<file path="config.mk">
export PLATFORM = sky130hd
export DESIGN_NAME = geared_rsp_collector
export DESIGN_NICKNAME = d
export VERILOG_FILES = /design/src/rtl/geared_pkg.sv /design/src/rtl/geared_lane_fifo.sv /design/src/rtl/geared_rsp_collector.sv
export SDC_FILE = /design/constraint.sdc
export NUM_CORES = 1
export LEC_CHECK = 0
export CAP_MARGIN = 5
export CORE_UTILIZATION = 50
export CTS_BUF_LIST = sky130_fd_sc_hd__clkbuf_8
export CTS_CLUSTER_SIZE = 40
export DETAILED_ROUTE_END_ITERATION = 12
export GPL_TIMING_DRIVEN = 0
export PLACE_DENSITY = 0.83
export SLEW_MARGIN = 20
export SYNTH_ARGS = -nofsm -noshare
export SYNTH_HDL_FRONTEND = slang
export SYNTH_SLANG_ARGS = --single-unit
</file>
<file path="constraint.sdc">
create_clock -name clk_i -period 3.5 [get_ports clk_i]
set_clock_uncertainty 0.2 [all_clocks]
set_input_delay 0.7 -clock clk_i [delete_from_list [all_inputs] [get_ports clk_i]]
set_output_delay 0.7 -clock clk_i [all_outputs]
set_load 0.005 [all_outputs]
</file>
<file path="src/rtl/geared_pkg.sv">
// Shared helpers for the geared request splitter / response collector pair.
// Width functions keep lane indices and credit counters sized consistently on both sides.
package geared_pkg;

    // Width of an index into n entries; never zero so a single-entry case still has a bit.
    function automatic int unsigned idx_width(input int unsigned n);
        return (n > 1) ? $clog2(n) : 1;
    endfunction

    // Width of a counter that must hold values 0..max_out inclusive.
    function automatic int unsigned cred_width(input int unsigned max_out);
        return $clog2(max_out + 1);
    endfunction

endpackage

</file>
<file path="src/rtl/geared_lane_fifo.sv">
// Single-clock FIFO with occupancy count; push while full is accepted only when a pop
// frees a slot in the same cycle. Pointers wrap modulo Depth, so any depth works.
module geared_lane_fifo
    import geared_pkg::*;
#(
    parameter int unsigned Depth = 4,
    parameter type         T     = logic
) (
    input  logic                         clk_i,
    input  logic                         rst_i,
    input  logic                         push_i,
    input  T                             wdata_i,
    input  logic                         pop_i,
    output T                             rdata_o,
    output logic                         full_o,
    output logic                         empty_o,
    output logic [cred_width(Depth)-1:0] usage_o
);

    localparam int unsigned PtrW   = idx_width(Depth);
    localparam int unsigned UsageW = cred_width(Depth);

    typedef logic [PtrW-1:0] ptr_t;

    T                  mem_q [Depth];
    ptr_t              wptr_q, wptr_d, rptr_q, rptr_d;
    logic [UsageW-1:0] usage_q, usage_d;
    logic              push_ok, pop_ok;

    function automatic ptr_t next_ptr(input ptr_t p);
        return (p == ptr_t'(Depth - 1)) ? '0 : p + ptr_t'(1);
    endfunction

    assign full_o  = (usage_q == UsageW'(Depth));
    assign empty_o = (usage_q == '0);
    assign usage_o = usage_q;
    assign pop_ok  = pop_i && !empty_o;
    assign push_ok = push_i && (!full_o || pop_ok);
    assign rdata_o = mem_q[rptr_q];

    always_comb begin
        wptr_d  = push_ok ? next_ptr(wptr_q) : wptr_q;
        rptr_d  = pop_ok ? next_ptr(rptr_q) : rptr_q;
        usage_d = usage_q;
        if (push_ok && !pop_ok) begin
            usage_d = usage_q + UsageW'(1);
        end else if (!push_ok && pop_ok) begin
            usage_d = usage_q - UsageW'(1);
        end
    end

    always_ff @(posedge clk_i or posedge rst_i) begin
        if (rst_i) begin
            wptr_q  <= '0;
            rptr_q  <= '0;
            usage_q <= '0;
        end else begin
            wptr_q  <= wptr_d;
            rptr_q  <= rptr_d;
            usage_q <= usage_d;
        end
    end

    always_ff @(posedge clk_i) begin
        if (push_ok) begin
            mem_q[wptr_q] <= wdata_i;
        end
    end

endmodule

</file>
<file path="src/rtl/geared_rsp_collector.sv">
// Collects per-lane read responses of one geared requester and returns them in issue order.
// Per-lane credits bound lane buffer occupancy, so responses are never dropped.
module geared_rsp_collector
    import geared_pkg::*;
#(
    parameter int unsigned  NumLanes       = 2,
    parameter int unsigned  DataWidth      = 32,
    parameter int unsigned  MaxOutstanding = 4,
    localparam int unsigned OrderDepth     = NumLanes * MaxOutstanding,
    localparam int unsigned LaneIdxW       = idx_width(NumLanes)
) (
    input  logic                          clk_i,
    input  logic                          rst_i,
    input  logic                          issue_valid_i,
    input  logic [LaneIdxW-1:0]           issue_lane_i,
    output logic                          issue_ready_o,
    input  logic [NumLanes-1:0]           lane_rvalid_i,
    input  logic [NumLanes*DataWidth-1:0] lane_rdata_i,
    output logic                          rvalid_o,
    output logic [DataWidth-1:0]          rdata_o,
    input  logic                          ready_i,
    output logic                          error_o
);

    localparam int unsigned CntW = cred_width(MaxOutstanding);
    localparam int unsigned OrdW = cred_width(OrderDepth);

    typedef logic [DataWidth-1:0] data_t;
    typedef logic [LaneIdxW-1:0]  lane_idx_t;

    logic                en_q;
    logic                error_q, error_d;
    logic [CntW-1:0]     cnt_q [NumLanes];
    logic [CntW-1:0]     cnt_d [NumLanes];
    logic                order_full, order_empty;
    lane_idx_t           head;
    logic [OrdW-1:0]     unused_order_usage;
    logic [NumLanes-1:0] lane_push, lane_pop, lane_empty, unused_lane_full;
    logic [CntW-1:0]     lane_usage [NumLanes];
    data_t               lane_head [NumLanes];
    logic                lane_ok, issue_fire, pop, spurious;

    // en_q holds issue_ready_o low during reset and releases it one clock later.
    assign lane_ok       = 32'(issue_lane_i) < NumLanes;
    assign issue_ready_o = en_q && !order_full && lane_ok
                           && (cnt_q[issue_lane_i] < CntW'(MaxOutstanding));
    assign issue_fire    = issue_valid_i && issue_ready_o;
    assign rvalid_o      = !order_empty && !lane_empty[head];
    assign pop           = rvalid_o && ready_i;
    assign rdata_o       = rvalid_o ? lane_head[head] : '0;
    assign error_o       = error_q;

    // A response is only legal while the lane has more issued requests than buffered data.
    always_comb begin
        spurious = 1'b0;
        for (int l = 0; l < NumLanes; l++) begin
            cnt_d[l]     = cnt_q[l];
            lane_push[l] = lane_rvalid_i[l] && (cnt_q[l] > lane_usage[l]);
            lane_pop[l]  = pop && (head == lane_idx_t'(l));
            spurious     = spurious | (lane_rvalid_i[l] & ~lane_push[l]);
            if (issue_fire && (issue_lane_i == lane_idx_t'(l))) begin
                cnt_d[l] = cnt_d[l] + CntW'(1);
            end
            if (lane_pop[l]) begin
                cnt_d[l] = cnt_d[l] - CntW'(1);
            end
        end
        error_d = error_q | spurious;
    end

    always_ff @(posedge clk_i or posedge rst_i) begin
        if (rst_i) begin
            en_q    <= 1'b0;
            error_q <= 1'b0;
            for (int l = 0; l < NumLanes; l++) begin
                cnt_q[l] <= '0;
            end
        end else begin
            en_q    <= 1'b1;
            error_q <= error_d;
            cnt_q   <= cnt_d;
        end
    end

    geared_lane_fifo #(
        .Depth (OrderDepth),
        .T     (lane_idx_t)
    ) u_order_fifo (
        .clk_i   (clk_i),
        .rst_i   (rst_i),
        .push_i  (issue_fire),
        .wdata_i (issue_lane_i),
        .pop_i   (pop),
        .rdata_o (head),
        .full_o  (order_full),
        .empty_o (order_empty),
        .usage_o (unused_order_usage)
    );

    for (genvar g = 0; g < NumLanes; g++) begin : gen_lane
        geared_lane_fifo #(
            .Depth (MaxOutstanding),
            .T     (data_t)
        ) u_lane_fifo (
            .clk_i   (clk_i),
            .rst_i   (rst_i),
            .push_i  (lane_push[g]),
            .wdata_i (lane_rdata_i[g*DataWidth +: DataWidth]),
            .pop_i   (lane_pop[g]),
            .rdata_o (lane_head[g]),
            .full_o  (unused_lane_full[g]),
            .empty_o (lane_empty[g]),
            .usage_o (lane_usage[g])
        );
    end

endmodule
</file>
==> impl_results.md, run 1 <==
- RSZ-0062 raised after global routing: true
- Worst R2R Setup Slack: between 0.15 and 0.2 ns
- Placer Congestion: around 0.77
- Die height: between 150 and 200 um
- Routed Antenna Nets: 0
- Critical Path AT: 2.65 ns
- WP depth: 10
- Commonest non-fill, non-tap cells in the layout: edfxtp_1, nand2_1, clkdlybuf4s50_1
- Drt initial violations: approximately 400
- Worst skew pair latency: 0.57 ns
- Synth-to-Final Area Change: 23.5%
- Worst-Margin Slew: roughly 0.7 ns
- Vias in the first global route: 6900
- CTS tree: yes
- Clock share of power: just over 20%
- Clock-pin slew on the worst setup and hold paths: approximately 0.060 ns
- Cell count after placement: around 1100
- DP HPWL: around 16 mm
- Max Clk Rate: about 0.28 GHz
- Tcrit/Tclk final: 101%
- I/O pin count: around 110
- Number of synthesized register bits: 296
- Final core occ: ~63%
- Sw Pwr: between 4 and 5 mW
- Syn_nets: roughly 760
- Die area: between 20000 and 25000 sq um
- Post-synth EDFFs: roughly 260
- Total Routing Usage GR: 20.7%
- Via Count: between 6000 and 7000
- Gate power share: between 40% and 50%
- Synth Instances: 659
- Reg2Reg Capture Point: u_order_fifo.usage_o[3]
- Hold_buf cts: 0
- Vias/cell: about 5.5
- Core Area: roughly 24000 sq um
- Synth top area cells: edfxtp_1, mux4_2, dfrtp_1
- Worst VDD drop: 513 uV
- Initial antenna violation count: 0
- Ant. Diodes: 0
- Yosys top cell by area: edfxtp_1
- Max Slew Vio Count: 0
- Leakage power: around 5.4 nW
- First-pass GRT wire length: 37.6 mm
- Overflow after GRT: 0
- Cell Area, Synth: 12100 sq um
- Pin count of the biggest net entering global routing: 33
- Min-Delay Path Class: reg -> reg
- R2R depth: 15
- Pwr Density: 919 nW/um^2
- Worst reg2reg startpoint: u_order_fifo.rptr_q[1]
- Port buffer count: around 110
- Dpl cell area: ~14000 sq um
- Worst Setup Slack, final: -0.0503 ns
- Final setup viols: 8
- CTS Buffer Depth: 3
- Drt total wl: approximately 25 mm
- Synth warnings: 0
- Finished Cell Area: roughly 15000 sq um
- CTS buffer count: 47
- Synth Flop Type: edfxtp_1
- H-Tree Depth: 2
- Max FO, Critical Path: 6
- Max-slew headroom: 53.2%
- Sink Count: between 200 and 300
- Share of layout cells above drive strength 1: between 20% and 30%
- Critical Path End Type: primary output
- Final-report hold violation count: 0
- Crit path max-delay family: buffers and inverters
- Pint: 9.08 mW
- CP Launch Point: u_order_fifo.rptr_q[1]
- Root buf cell: clkbuf_8
- Required time of the critical path: around 2.6 ns
- Share of the synthesized area in the top cell type: between 60% and 70%
- Most common cell after layout, fill and taps aside: edfxtp_1
- Status: finished, violations left
- Synth unique cells: 44
- Routed wire per std cell: roughly 21 um
- Type of origin of the critical path: flop
- Violated checks: negative setup slack
- Sw Share: between 30% and 40%
- Syn Area/Cell: between 15 and 20 sq um
- Clock period minus worst slack: between 3 and 4 ns
- Detailed Routing Iterations Pass 1: 5
- Drt drc: 0
- Final std cells w/o fill: 1190
- DIE WIDTH: 158 um
- FFs w/ async S/R, synth: 10.8%
- Slowest stage delay, CP: around 0.48 ns
- Worst-path cell chain: mux2_4 -> buf_4 -> o22ai_4 -> o21ai_2 -> nand3_4 -> buf_12 -> buf_8 -> clkbuf_16 -> a21oi_2 -> dlygate4sd2_1
- CP Class: reg -> out
- Fin nets: between 900 and 1000
- Buffers & Inverters on Critical Path: 5
- FP Rows: 56
- Critical-path top delay cell: dfrtp_2
- Fin Hold WS: 0.280 ns
- Register area share after synthesis: roughly 72%
- Max cap viols: 0
- Starting Density: approximately half
- End point of the critical path: rdata_o[23]
- Seq pwr share: 36.3%
==> cell families (layout without fill, tap and decap cells) <==
kind of cell | Yosys count | in the layout | share of synthesized area (%)
AOI/OAI and AO/OA | 54 | 54 | 3.16
xor gates and xnor gates | 16 | 16 | 1.16
and+or+nand+nor | 129 | 129 | 4.72
DFF | 296 | 296 | 72.0
buffers and inverters | 45 | 257 | 1.46
other | 1 | 1 | 0.0309
adders and majority gates | 32 | 32 | 3.49
muxes | 86 | 86 | 14.0
==> routing by layer <==
layer	share of wire, %	global-route usage, %
met1	41	26.6
met2	51	35.0
met3	6.1	4.46
met4	2.1	7.44
met5	0	0
==> worst min-delay path by stage <==
stage                                   end  slack, ns                    start  depth (start not counted)
floorplan           u_order_fifo.usage_o[3]       0.27  u_order_fifo.usage_o[3]                          1
CTS                                 error_o       0.28                  error_o                          1
global placement                    error_o       0.27                  error_o                          1
global route                        error_o       0.32                  error_o                          1
detailed placement                  error_o       0.27                  error_o                          1
finish                              error_o       0.28                  error_o                          1
==> area by class of cell <==
class	count	area, sq um
buffer	25	234
clock inverter	39	248
tap	319	399
clock buffer	49	674
fill	1612	8650
timing repair buffer	124	1240
sequential	296	8730
inverter	20	77.6
multi-input combinational	318	3360
==> state kept, by name, indices dropped and copies added, names as in the netlist <==
name,cells
cnt_q,6
u_order_fifo.rptr_q,3
gen_lane.u_lane_fifo.usage_o,6
error_o,1
gen_lane.u_lane_fifo.mem_q,256
u_order_fifo.mem_q,8
u_order_fifo.usage_o,4
gen_lane.u_lane_fifo.wptr_q,4
gen_lane.u_lane_fifo.rptr_q,4
u_order_fifo.wptr_q,3
en_q,1
==> power by group through the flow <==
stage               Clock [mW]  Sequential [mW]  Combinational (mW)
global placement             0             5.02                5.24
finish                    2.84             4.99                5.92
CTS                       2.89             4.99                5.76
floorplan                    0             4.95                3.30
global route              3.04             5.06                6.41
detailed placement           0             5.06                5.48
==> cells in the mapped netlist, types with 3 or more instances <==
| master | n |
|---|---|
| mux2_4 | 3 |
| fa_1 | 3 |
| nand2b_1 | 4 |
| o21ai_0 | 5 |
| a21o_1 | 3 |
| buf_1 | 6 |
| xor2_1 | 5 |
| ha_1 | 29 |
| mux4_2 | 64 |
| edfxtp_1 | 264 |
| nand2_1 | 76 |
| mux2_2 | 12 |
| dfrtp_1 | 32 |
| nor2b_1 | 3 |
| nand3_1 | 4 |
| nor3_1 | 6 |
| and2_2 | 4 |
| xnor2_1 | 11 |
| mux2i_1 | 7 |
| inv_1 | 19 |
| nor2_1 | 20 |
| a21oi_1 | 34 |
| buf_2 | 4 |
| and2_1 | 4 |
| clkbuf_1 | 15 |
==> repair_timing <==
action                                  4_1_cts  5_1_grt
setup buffers                                 5        7
gates cloned                                  3        0
pin swaps                                     3        3
endpoints found under the setup margin      107       34
hold endpoints to repair                      0        0
resized for setup                           102       73
==> metrics by stage <==
step / TNS [ns] / power, mW / setup slack, ns
floorplan: 0 / 8.25 / 0.468
global placement: -139.74 / 10.3 / -0.789
detailed placement: -52.57 / 10.5 / -0.448
CTS: -0.812 / 13.6 / -0.232
global route: -1.31 / 14.5 / -0.159
finish: -0.233 / 13.8 / -0.0503
(Power assumes the default switching activity.)
==> run 2: changes to the inputs <==
--- a/config.mk
+++ b/config.mk
@@ -10,9 +10,10 @@
 export CTS_BUF_LIST = sky130_fd_sc_hd__clkbuf_8
 export CTS_CLUSTER_SIZE = 40
 export DETAILED_ROUTE_END_ITERATION = 12
-export GPL_TIMING_DRIVEN = 0
+export GPL_TIMING_DRIVEN = 1
 export PLACE_DENSITY = 0.83
 export SLEW_MARGIN = 20
 export SYNTH_ARGS = -nofsm -noshare
 export SYNTH_HDL_FRONTEND = slang
 export SYNTH_SLANG_ARGS = --single-unit
+export TNS_END_PERCENT = 100
==> run 2 against run 1 <==
Cell count grew 0.42%. Worst setup slack gained 0.036 ns. Power grew 2.0%. Highest routed layer is now met5. First-iteration DRC count grew 23%. Routed wire length grew 8.0%. The run still ends with negative setup slack left. Clock power shrank 8.8%.
==> impl_results.md, run 2 (synthesis results as in run 1) <==
- Status: finished, violations left
- Violated checks: negative setup slack
- Commonest non-fill, non-tap cells in the layout: edfxtp_1, nand2_1, clkdlybuf4s50_1
- Core Area: 23600 sq um (unchanged)
- H-Tree Depth: 2 (unchanged)
- Worst VDD drop: 540 uV (+5.5%)
- RSZ-0062 raised after global routing: true
- CP Class: reg -> out
- Worst-Margin Slew: 0.542 ns (-0.158 ns)
- Most common cell after layout, fill and taps aside: edfxtp_1
- Max Clk Rate: 0.285 GHz (+1.0%)
- Required time of the critical path: 2.60 ns (about the same)
- Vias in the first global route: 7039 (+2.0%)
- Multi-input gate area in the final layout: 3430 sq um (+2.0%)
- Type of origin of the critical path: flop
- Placer Congestion: 0.746 (-3.2%)
- Clock-pin slew on the worst setup and hold paths: 0.06 ns (about the same)
- Critical Path AT: 2.61 ns (-0.04 ns)
- Starting Density: 51.3% (unchanged)
- Min-Delay Path Class: in -> async
- Initial antenna violation count: 1 (+1)
- Die area: 24900 sq um (unchanged)
- Detailed Routing Iterations Pass 1: 5 (unchanged)
- Total Routing Usage GR: 21.9% (+1.1 points)
- CTS Buffer Depth: 3 (unchanged)
- Via Count: 6687 (+2.1%)
- Overflow after GRT: 0 (unchanged)
- First-pass GRT wire length: 39.4 mm (+4.7%)
- Pin count of the biggest net entering global routing: 33 (unchanged)
- Max FO, Critical Path: 9 (+3)
- Root buf cell: clkbuf_8
- Ant. Diodes: 0 (unchanged)
- Final setup viols: 1 (-7)
- CTS tree: yes
- Clock share of power: 18.4% (-2.3 points)
- Drt total wl: 26.8 mm (+8.0%)
- FF/Latch Area: 8740 sq um (about the same)
- Hold_buf cts: 0 (unchanged)
- Vias/cell: 5.60 (+1.7%)
- Routed wire per std cell: 22.5 um (+7.6%)
- Top reg by flops: gen_lane.u_lane_fifo.mem_q
- Share of layout cells above drive strength 1: 29.2% (+1.7 points)
- Gate power share: 45.2% (+2.1 points)
- Sw Share: 34.8% (+0.84 points)
- Synth-to-Final Area Change: 24.8%
- Pwr Density: 928 nW/um^2 (+0.93%)
- Clock period minus worst slack: 3.51 ns (-0.0356 ns)
- Worst path most repeated cell: buf_12
- Critical Path End Type: primary output
- Pint: 9.14 mW (+0.68%)
- Fin Hold WS: 0.206 ns (-0.0740 ns)
- Seq pwr share: 36.3% (about the same)
- Sw Pwr: 4.89 mW (+4.5%)
- Routed Antenna Nets: 0 (unchanged)
- Die height: 158 um (unchanged)
- Largest register FFs: 256 (unchanged)
- Drt initial violations: 504 (+23%)
- FP Rows: 56 (unchanged)
- Max cap viols: 0 (unchanged)
- Crit path max-delay family: buffers and inverters
- Worst-path cell chain: mux2_4 -> o22a_4 -> nand3_4 -> nand3_4 -> buf_12 -> buf_12 -> buf_12 -> a21oi_4 -> clkbuf_2
- Placement Setup Slack: 0.0637 ns (+0.511 ns)
- Worst skew pair latency: 0.57 ns (about the same)
- Drt drc: 0 (unchanged)
- Critical-path top delay cell: dfrtp_2
- Leakage power: 5.51 nW (+2.7%)
- Fin nets: 945 (+1.1%)
- Final-report hold violation count: 0 (unchanged)
- Max-slew headroom: 63.4% (+10 points)
- Tcrit/Tclk final: 100% (-1.0 points)
- Port buffer count: 105 (unchanged)
- DP HPWL: 16.7 mm (+4.2%)
- Max Slew Vio Count: 0 (unchanged)
- CTS buffer count: 45 (-4.3%)
- DIE WIDTH: 158 um (unchanged)
- Worst R2R Setup Slack: 0.17 ns (about the same)
- Buffers & Inverters on Critical Path: 4 (-1)
- Worst Setup Slack, final: -0.0147 ns (+0.0356 ns)
- Sink Count: 296 (unchanged)
- Top Registers: gen_lane.u_lane_fifo.mem_q: 256 flops, u_order_fifo.mem_q: 8 flops
- Slowest stage delay, CP: 0.47 ns (about the same)
- Fillers: 1565 (-2.9%)
- I/O pin count: 106 (unchanged)
-- run 2: what timing repair did --
item | 4_1_cts | 5_1_grt
gates resized for setup | 45 | 78
setup endpoints to repair | 33 | 28
pin swaps | 0 | 4
setup buffers | 3 | 12
gates cloned | 1 | 3
-- run 2: worst paths after layout --
check	startpoint	end	cells after the start
min	rst_i	gen_lane[1].u_lane_fifo.usage_o[0]	2
max in group asynchronous	rst_i	gen_lane[0].u_lane_fifo.rptr_q[0]	3
max	u_order_fifo.rptr_q[1]	rdata_o[21]	9
min reg2reg	error_o	error_o	1
min in group clk_i	error_o	error_o	1
max reg2reg	u_order_fifo.rptr_q[1]	u_order_fifo.usage_o[3]	16
-- run 2: through the flow --
step | std cells | total power, mW | cell area [sq um] | util, % | TNS [ns]
after CTS | 1180 | 13.6 | 14800 | 62.9 | -1.78
after global routing | 1195 | 14.7 | 15100 | 64.0 | -0.164
after global placement | 1095 | 10.6 | 13900 | 58.8 | 0
final | 1195 | 14.0 | 15100 | 64.0 | -0.0147
after floorplan | 659 | 8.25 | 12100 | - | 0
after detailed placement | 1095 | 10.8 | 13900 | 58.8 | 0
-- run 2: power by group through the flow --
stage	combinational, mW	clock, mW	sequential, mW
2_1_floorplan	3.30	0	4.95
3_3_place_gp	5.54	0	5.11
3_5_place_dp	5.67	0	5.16
4_1_cts	5.86	2.63	5.09
5_1_grt	6.79	2.79	5.17
6_report	6.34	2.59	5.10
-- run 2: cell type report --
cell class | count | share of cell area, %
Sequential cell | 296 | 57.8
Clock inverter | 34 | 1.14
Inverter | 20 | 0.513
Multi-Input combinational cell | 318 | 22.7
Clock buffer | 47 | 4.28
Tap cell | 319 | 2.64
Timing Repair Buffer | 161 | 11.0
-- run 2: routing by layer --
metal | share of wire (%) | GRT usage (%) | vias to the layer above
met4 | 2.5 | 8.32 | 2
met2 | 52 | 37.5 | 291
met3 | 7.0 | 4.30 | 61
met5 | 0.060 | 0 | -
met1 | 39 | 27.5 | 3394
li1 | - | - | 2939
==> run 3: changes to the inputs <==
--- a/config.mk
+++ b/config.mk
@@ -10,8 +10,10 @@
 export CTS_BUF_LIST = sky130_fd_sc_hd__clkbuf_8
 export CTS_CLUSTER_SIZE = 40
 export DETAILED_ROUTE_END_ITERATION = 12
+export GPL_ROUTABILITY_DRIVEN = 1
 export GPL_TIMING_DRIVEN = 1
 export PLACE_DENSITY = 0.83
+export SETUP_SLACK_MARGIN = 0.5
 export SLEW_MARGIN = 20
 export SYNTH_ARGS = -nofsm -noshare
 export SYNTH_HDL_FRONTEND = slang
==> constraint.sdc (replaced) <==
create_clock -name clk_i -period 3.5 [get_ports clk_i]
set_clock_uncertainty 0.2 [all_clocks]
set_input_delay 0.35 -clock clk_i [delete_from_list [all_inputs] [get_ports clk_i]]
set_output_delay 0.35 -clock clk_i [all_outputs]
set_load 0.005 [all_outputs]
==> run 3 against run 2 <==
The flow now finishes without violations. Sequential share of layout area is 0.92 points lower. Worst setup slack gained 0.41 ns. Design area grew 1.7%. Utilization increased by 1.1 points. Cell count is 0.84% higher. Largest power group unchanged.
==> impl_results.md, run 3 (synthesis results as in run 1) <==
- Die height: 158 um (unchanged)
- RSZ-0062 raised after global routing: true
- Clock period minus worst slack: 3.10 ns (-0.410 ns)
- Slowest stage delay, CP: 0.48 ns (about the same)
- Hold_buf cts: 0 (unchanged)
- DP HPWL: 15.2 mm (-9.0%)
- Leakage power: 5.49 nW (-0.49%)
- Type of origin of the critical path: flop
- Tcrit/Tclk final: 88.7% (-12 points)
- Final setup viols: 0 (-1)
- Finished Cell Area: 15400 sq um (+1.7%)
- Top reg by flops: gen_lane.u_lane_fifo.mem_q
- TNS Setup: 0 ns (+0.0147 ns)
- Drt initial violations: 367 (-27%)
- Reg2Reg Capture Point: u_order_fifo.usage_o[3]
- Commonest non-fill, non-tap cells in the layout: edfxtp_1, clkdlybuf4s50_1, mux4_2
- Core Area: 23600 sq um (unchanged)
- Detailed Routing Iterations Pass 1: 4 (-1)
- Max cap viols: 0 (unchanged)
- Largest register FFs: 256 (unchanged)
- Sink Count: 296 (unchanged)
- Drt total wl: 26.2 mm (-2.6%)
- Clock-pin slew on the worst setup and hold paths: 0.06 ns (about the same)
- Initial antenna violation count: 1 (unchanged)
- Routed Antenna Nets: 0 (unchanged)
- Status: complete, no violations
- Routed wire per std cell: 21.7 um (-3.4%)
- Pin count of the biggest net entering global routing: 35 (+6.1%)
- Crit path max-delay family: buffers and inverters
- Overflow after GRT: 0 (unchanged)
- CP Class: reg -> out
- DIE WIDTH: 158 um (unchanged)
- Placer Congestion: 0.769 (+3.0%)
- Buffers & Inverters on Critical Path: 4 (unchanged)
- Final-report hold violation count: 0 (unchanged)
- Total Routing Usage GR: 21.9% (about the same)
- Required time of the critical path: 2.95 ns (+0.35 ns)
- Worst-path cell chain: mux2_4 -> o22a_4 -> nand3_4 -> nand3_4 -> buf_6 -> buf_12 -> buf_8 -> a21oi_4 -> buf_2
- Worst R2R Setup Slack: 0.48 ns (+0.31 ns)
- Via Count: 6650 (-0.55%)
- Port buffer count: 105 (unchanged)
- Worst VDD drop: 539 uV (-0.18%)
- Vias/cell: 5.52 (-1.4%)
- Fin nets: 959 (+1.5%)
- Critical Path End Type: primary output
- Root buf cell: clkbuf_8
- Synth-to-Final Area Change: 26.9%
- Most common cell after layout, fill and taps aside: edfxtp_1
- Pwr Density: 946 nW/um^2 (+1.9%)
- Top Registers: gen_lane.u_lane_fifo.mem_q: 256 flops, u_order_fifo.mem_q: 8 flops
- Fin Hold WS: 0.0517 ns (-0.154 ns)
- Worst skew pair latency: 0.55 ns (-0.02 ns)
- Max Clk Rate: 0.322 GHz (+13%)
- CTS tree: yes
- Share of layout cells above drive strength 1: 34.5% (+5.2 points)
- Dpl cell area: 13800 sq um (-0.78%)
- CTS buffer count: 48 (+6.7%)
- Min-Delay Path Class: in -> async
- First-pass GRT wire length: 39.0 mm (-1.0%)
- H-Tree Depth: 2 (unchanged)
- Starting Density: 51.3% (unchanged)
- Critical-path top delay cell: dfrtp_2
- Max FO, Critical Path: 6 (-3)
- Worst-Margin Slew: 0.806 ns (+0.264 ns)
- CTS Buffer Depth: 3 (unchanged)
- Fillers: 1575 (+0.64%)
- Max Slew Vio Count: 0 (unchanged)
- Critical Path AT: 2.55 ns (-0.06 ns)
- R2R depth: 14 (-2)
- Worst reg2reg startpoint: u_order_fifo.rptr_q[1]
- Die area: 24900 sq um (unchanged)
- Max-slew headroom: 46.2% (-17 points)
- Vias in the first global route: 6857 (-2.6%)
- Worst path most repeated cell: nand3_4
- FP Rows: 56 (unchanged)
- Final core occ: 65.1% (+1.1 points)
- I/O pin count: 106 (unchanged)
- Drt drc: 0 (unchanged)
==> run 3: cell count changes in the layout (fill, tap and decap cells not counted), moves of 4 or more <==
cell / before / now
buf_2: 6 / 19
clkbuf_2: 11 / 6
nand2_1: 75 / 58
buf_12: 13 / 17
dlygate4sd2_1: 2 / 7
a21oi_4: 6 / 13
nand2_2: 0 / 14
a21oi_1: 14 / 10
buf_6: 2 / 6
dlymetal6s2s_1: 13 / 0
==> run 3: final cells by class <==
cell class	instances	area (sq um)	share of cell area, %
Antenna cell	1	2.50	0.0163
Clock buffer	50	688	4.47
Clock inverter	29	118	0.765
Inverter	20	77.6	0.504
Multi-Input combinational cell	318	3600	23.4
Sequential cell	296	8750	56.9
Tap cell	319	399	2.59
Timing Repair Buffer	172	1750	11.4
==> run 3: worst max path at each step <==
stage	start	end	slack, ns	depth (start not counted)
4_1_cts	u_order_fifo.rptr_q[1]	rdata_o[19]	0.35	9
6_report	u_order_fifo.rptr_q[1]	rdata_o[13]	0.40	9
2_1_floorplan	u_order_fifo.rptr_q[1]	u_order_fifo.usage_o[3]	0.52	14
3_5_place_dp	ready_i	u_order_fifo.usage_o[3]	0.28	15
3_3_place_gp	ready_i	u_order_fifo.usage_o[3]	0.31	15
5_1_grt	u_order_fifo.rptr_q[1]	u_order_fifo.usage_o[3]	0.31	14
==> run 3: timing repair <==
item	4_1_cts	5_1_grt
endpoints found under the hold margin	0	0
gates cloned	4	0
setup buffers	24	20
gates resized for setup	141	79
pin swaps	10	21
endpoints found under the setup margin	37	124
==> run 3: stage by stage <==
stage | total power, mW | cells | setup WS [ns]
finish | 14.6 | 1205 | 0.395
global route | 15.3 | 1204 | 0.311
CTS | 14.1 | 1184 | 0.350
detailed placement | 10.6 | 1077 | 0.279
global placement | 10.5 | 1077 | 0.311
floorplan | 8.25 | 659 | 0.521
==> run 3: metal layers <==
metal  up-vias  wire length, um  track usage, %
met2       236            13000            37.0
met1      3396            11000            28.7
met3        49             1540            4.35
met5         -               11               0
li1       2967                -               -
met4         2              515            6.66
==> run 3: report_power, final <==
group | internal [mW] | switching, mW | total [mW]
clock | 1.31 | 1.26 | 2.56
combinational | 3.50 | 3.22 | 6.72
sequential | 4.66 | 0.606 | 5.27
